[src/rtl/temp_alert_controller.sv]
// Over-temperature alert controller: threshold window with hysteresis, a
// consecutive-sample fault queue, a peak-temperature register and a threshold sanity flag.
module temp_alert_controller #(
    parameter int unsigned       FAULT_QUEUE = 4,      // legal 1..15
    parameter logic signed [7:0] PEAK_INIT   = 8'sh80  // -128
) (
    input  logic              clk,
    input  logic              rst,
    input  logic              temp_valid,
    input  logic signed [7:0] temperature,
    input  logic signed [7:0] t_high,
    input  logic signed [7:0] t_low,
    input  logic              peak_clr,
    output logic              alert,
    output logic [1:0]        state,
    output logic [3:0]        fault_cnt,
    output logic signed [7:0] peak_temp,
    output logic              cfg_err
);

    typedef enum logic [1:0] {
        ST_NORMAL     = 2'd0,
        ST_PEND_HIGH  = 2'd1,
        ST_ALERT      = 2'd2,
        ST_PEND_CLEAR = 2'd3
    } state_t;

    localparam logic [3:0] FQ_LIMIT   = 4'(FAULT_QUEUE);
    localparam bit         SINGLE_HIT = (FAULT_QUEUE == 1);

    state_t            state_reg, state_next;
    logic [3:0]        cnt_reg, cnt_next, cnt_inc;
    logic              alert_reg, alert_next;
    logic              cfg_err_reg, cfg_err_next;
    logic signed [7:0] peak_reg, peak_next;
    logic              hi, lo, advance;

    // All operands are declared signed, so these are two's-complement compares.
    assign hi           = (temperature >= t_high);
    assign lo           = (temperature <= t_low);
    assign cfg_err_next = (t_low > t_high);

    // A misconfigured window freezes the qualifier; the registered flag gates it.
    assign advance = temp_valid && !cfg_err_reg;
    assign cnt_inc = cnt_reg + 4'd1;

    always_comb begin
        state_next = state_reg;
        cnt_next   = cnt_reg;
        if (advance) begin
            case (state_reg)
                ST_NORMAL: begin
                    if (hi) begin
                        if (SINGLE_HIT) begin
                            state_next = ST_ALERT;
                            cnt_next   = 4'd0;
                        end else begin
                            state_next = ST_PEND_HIGH;
                            cnt_next   = 4'd1;
                        end
                    end else begin
                        cnt_next = 4'd0;
                    end
                end
                ST_PEND_HIGH: begin
                    if (hi) begin
                        if (cnt_inc == FQ_LIMIT) begin
                            state_next = ST_ALERT;
                            cnt_next   = 4'd0;
                        end else begin
                            cnt_next = cnt_inc;
                        end
                    end else begin
                        state_next = ST_NORMAL;
                        cnt_next   = 4'd0;
                    end
                end
                ST_ALERT: begin
                    if (lo) begin
                        if (SINGLE_HIT) begin
                            state_next = ST_NORMAL;
                            cnt_next   = 4'd0;
                        end else begin
                            state_next = ST_PEND_CLEAR;
                            cnt_next   = 4'd1;
                        end
                    end else begin
                        cnt_next = 4'd0;
                    end
                end
                ST_PEND_CLEAR: begin
                    if (lo) begin
                        if (cnt_inc == FQ_LIMIT) begin
                            state_next = ST_NORMAL;
                            cnt_next   = 4'd0;
                        end else begin
                            cnt_next = cnt_inc;
                        end
                    end else begin
                        state_next = ST_ALERT;
                        cnt_next   = 4'd0;
                    end
                end
                default: begin
                    state_next = ST_NORMAL;
                    cnt_next   = 4'd0;
                end
            endcase
        end
    end

    assign alert_next = (state_next == ST_ALERT) || (state_next == ST_PEND_CLEAR);

    // A clear coincident with a sample restarts tracking from that sample.
    always_comb begin
        peak_next = peak_reg;
        if (peak_clr) begin
            peak_next = temp_valid ? temperature : PEAK_INIT;
        end else if (temp_valid && (temperature > peak_reg)) begin
            peak_next = temperature;
        end
    end

    always_ff @(posedge clk or posedge rst) begin
        if (rst) begin
            state_reg   <= ST_NORMAL;
            cnt_reg     <= 4'd0;
            alert_reg   <= 1'b0;
            cfg_err_reg <= 1'b0;
            peak_reg    <= PEAK_INIT;
        end else begin
            state_reg   <= state_next;
            cnt_reg     <= cnt_next;
            alert_reg   <= alert_next;
            cfg_err_reg <= cfg_err_next;
            peak_reg    <= peak_next;
        end
    end

    assign alert     = alert_reg;
    assign state     = state_reg;
    assign fault_cnt = cnt_reg;
    assign peak_temp = peak_reg;
    assign cfg_err   = cfg_err_reg;

endmodule

[config.mk]
export PLATFORM = sky130hd
export DESIGN_NAME = temp_alert_controller
export DESIGN_NICKNAME = d
export VERILOG_FILES = /design/src/rtl/temp_alert_controller.sv
export SDC_FILE = /design/constraint.sdc
export NUM_CORES = 1
export LEC_CHECK = 0
export CORE_UTILIZATION = 50
export CTS_CLUSTER_SIZE = 8
export DETAILED_ROUTE_END_ITERATION = 7
export PLACE_DENSITY = 0.81
export SYNTH_ARGS = -nofsm -noshare
export SYNTH_HDL_FRONTEND = slang
export SYNTH_SLANG_ARGS = --single-unit
[constraint.sdc]
create_clock -name clk -period 4.5 [get_ports clk]
set_input_delay 0.45 -clock clk [delete_from_list [all_inputs] [get_ports clk]]
set_output_delay 0.45 -clock clk [all_outputs]
set_load 0.005 [all_outputs]
==> impl_metrics.ini <==
[logic_synthesis]
netlist_area_mm2 = 0.001575
yosysTopAreaCellShare_pct = 26.21
synthTopCellsByArea = ha_1 26%, dfrtp_1 24%, inv_1 6.7%
synth_fa_ha_area_share_pct = 26.21
synth_area_per_cell_um2 = 9.001
async_flop_share_pct = 100.0
synth_top_family_by_area = adder cells
yosys.area_share.xor_xnor_pct = 0
synthCells = 175
ys_seq_area_share_pct = 25.50
synth_compound_gate_area_share_pct = 17.39
synthSimpleGateAreaFrac_pct = 19.54
synth_ff_type = dfrtp_1
synth_top_area_cell = ha_1
synth_nets = 236
ys_ff_latch = 16
synthMuxAreaShare_pct = 4.448
yosysWarnings = 0
synthDistinctLibCells = 35
synth_edf_count = 0

[clocking]
clock_latency_ns = 0.29
htreeDepth = 1
tritoncts = done
max-clock-path-buffers = 2
clkSinkCount = 16
cts_root_buffer = clkbuf_4
cts_made_buffers = 3
cts_hold_buf = 0
post_cts_buffers = 0
path_clk_slew_ns = 0.10
cts_resized = 0

[floorplanning]
initial_core_util_pct = 52.02
die_area_mm2 = 0.003379
die_w_um = 58.13
io_pins = 44
core.rowCount = 20
die_height_um = 58.13
core_mm2 = 0.003028

[worst_setup_path]
r2r_cells = 8
crit_required_ns = 4.67
end_kind = flip-flop
reg2reg_slack_ns = 2.41
cpLargestDelayFamily = simple AND/OR/NAND/NOR gates
critical_path_class = primary input to flip-flop
crit_arrival_ns = 2.46
cp_slowest_cell = clkdlybuf4s50_1
cp-start-kind = primary input
cp_cell_sequence = clkdlybuf4s50_1, inv_1, ha_1, nor3b_1, o21ai_0, a21oi_1, or2b_2, nand4_1, o311ai_2
r2r-end = peak_temp[7]
critPathMaxStageDelay_ns = 0.49
critPathBufInv = 2
critPathMaxFanout = 4
r2r_start = peak_temp[7]

[final_layout]
final_util_pct = 69.13
stdcell_count = 265
final_common_cell = clkdlybuf4s50_1
syn_to_final_growth_pct = 32.88
antenna_cells = 0
nets = 283
final_area_mm2 = 0.002093
final_cell_mix = 43 x clkdlybuf4s50_1, 33 x ha_1, 28 x inv_1, 15 x dfrtp_1, 14 x nor2_1
largest_register_ff_count = 8
drive_gt1_share_pct = 5.430

[power_and_ir_drop]
p_seq_share_pct = 36.4
p_clk_share_pct = 16.8
power_report.internal_total_w = 0.0003747
netSwitchingPower_w = 0.0002074
ir_drop_uv = 109.5
p_comb_share_pct = 46.8
p_leak_nw = 1.001
power_density_mw_per_mm2 = 278.1
p_sw_share_pct = 35.63

[timing]
period_share_pct = 50.92
setup_tns_ns = 0
fmax_mhz = 436.4
rsz0062_at_grt = false
setup_viol = 0
maxSlewHeadroom_pct = 58.48
worst_pin_slew_ns = 0.6221
hold_viol = 0
post-route-min-period_ns = 2.291
slew_viol_final = 0
clock_skew_ns = 0.008576

[placement]
place_hpwl_mm = 3.123
gp_congestion = 0.8925
io_buffers = 43
placed_cells = 261
dpl_cell_area_mm2 = 0.002057

[run_status]
status = complete, no violations

[route]
vias_per_cell = 5.509
wire_per_inst_um = 13.59
vias = 1460
dr.pass1.iters = 4
drc_errors = 0
dr.first_iter.drc_count = 53
drt_wl_total_mm = 3.601
ant_nets = 0

[global_routing]
grt_usage_pct = 23.98
grt_max_degree = 17
grt_pass1_wl_mm = 6.196
antenna_found_initial = 0
grt_overflow = 0
grt_pass1_vias = 1441

[job]
maxCapViolations = 0

[worst_hold_path]
min_path_type = primary input to asynchronous set/reset pin
worst register-to-register path: cells and delay by family (launching register included):
kind,cells,cell delay [ns]
adder cells (fa/ha/maj),1,0.31
AO/OA/AOI/OAI,4,0.89
flip-flops,1,0.56
buffers and inverters,1,0.04
AND/OR/NAND/NOR,2,0.22
cell usage after synthesis, types with 2 or more instances:
library cell,instances
inv_1,28
o21a_1,2
nor3b_1,3
mux2i_1,7
a21oi_1,10
o221ai_1,2
ha_1,33
nand4_1,7
o211ai_1,5
and2_1,2
dfrtp_1,15
and4_1,2
o21ai_0,7
nor2b_1,7
nor2_1,14
a21o_1,4
nand3_1,3
nand2_1,7
per-stage QoR:
step                worst slack, ns  hold slack (ns)  total power (W)
detailed placement            1.906           0.5441        0.0004866
global placement              2.008           0.5282        0.0004722
finish                        2.209           0.5194        0.0005821
floorplan                     2.615           0.3630        0.0003552
CTS                           2.219           0.5480        0.0005831
global route                  2.097           0.5902        0.0006269
cells by family (layout without fill, tap and decap cells):
logic type	count (synthesis)	in the layout
adders and majority gates	33	33
muxes	7	7
buffers and inverters	29	75
and+or+nand+nor	52	52
AOI/OAI and AO/OA	38	38
DFF	16	16
worst max path at each step:
stage                         endpoint  slack, ns      startpoint  cells past startpoint
final                     fault_cnt[2]       2.21  temperature[0]                      9
after global routing          state[0]       2.10  temperature[5]                      8
after CTS                 fault_cnt[2]       2.22  temperature[0]                      9
after detailed placement  fault_cnt[2]       1.91  temperature[0]                      9
after global placement    fault_cnt[2]       2.01  temperature[0]                      9
after floorplan           peak_temp[7]       2.62    peak_temp[7]                      8
power by group through the flow:
stage / combinational [W] / sequential, W / clock (W)
final: 0.000273 / 0.000212 / 0.0000976
after global routing: 0.000306 / 0.000217 / 0.000104
after CTS: 0.000273 / 0.000212 / 0.0000986
after detailed placement: 0.000272 / 0.000214 / 0
after global placement: 0.000261 / 0.000212 / 0
after floorplan: 0.000145 / 0.000211 / 0
area by class of cell:
cell class / instances / area [µm²]
Timing Repair Buffer: 43 / 430.4
Tap cell: 44 / 55.05
Multi-Input combinational cell: 130 / 1065
Clock buffer: 4 / 36.28
Sequential cell: 16 / 401.6
Fill cell: 249 / 934.6
Inverter: 28 / 105.1
routing by layer:
metal | vias up | routed length, µm | track usage, %
met5 | - | 0 | 0
met4 | 0 | 80 | 9.864
met3 | 11 | 141 | 2.232
met2 | 47 | 1828 | 44.33
met1 | 679 | 1550 | 28.16
li1 | 723 | - | -
No activity file was read; power rests on OpenSTA's default activity.
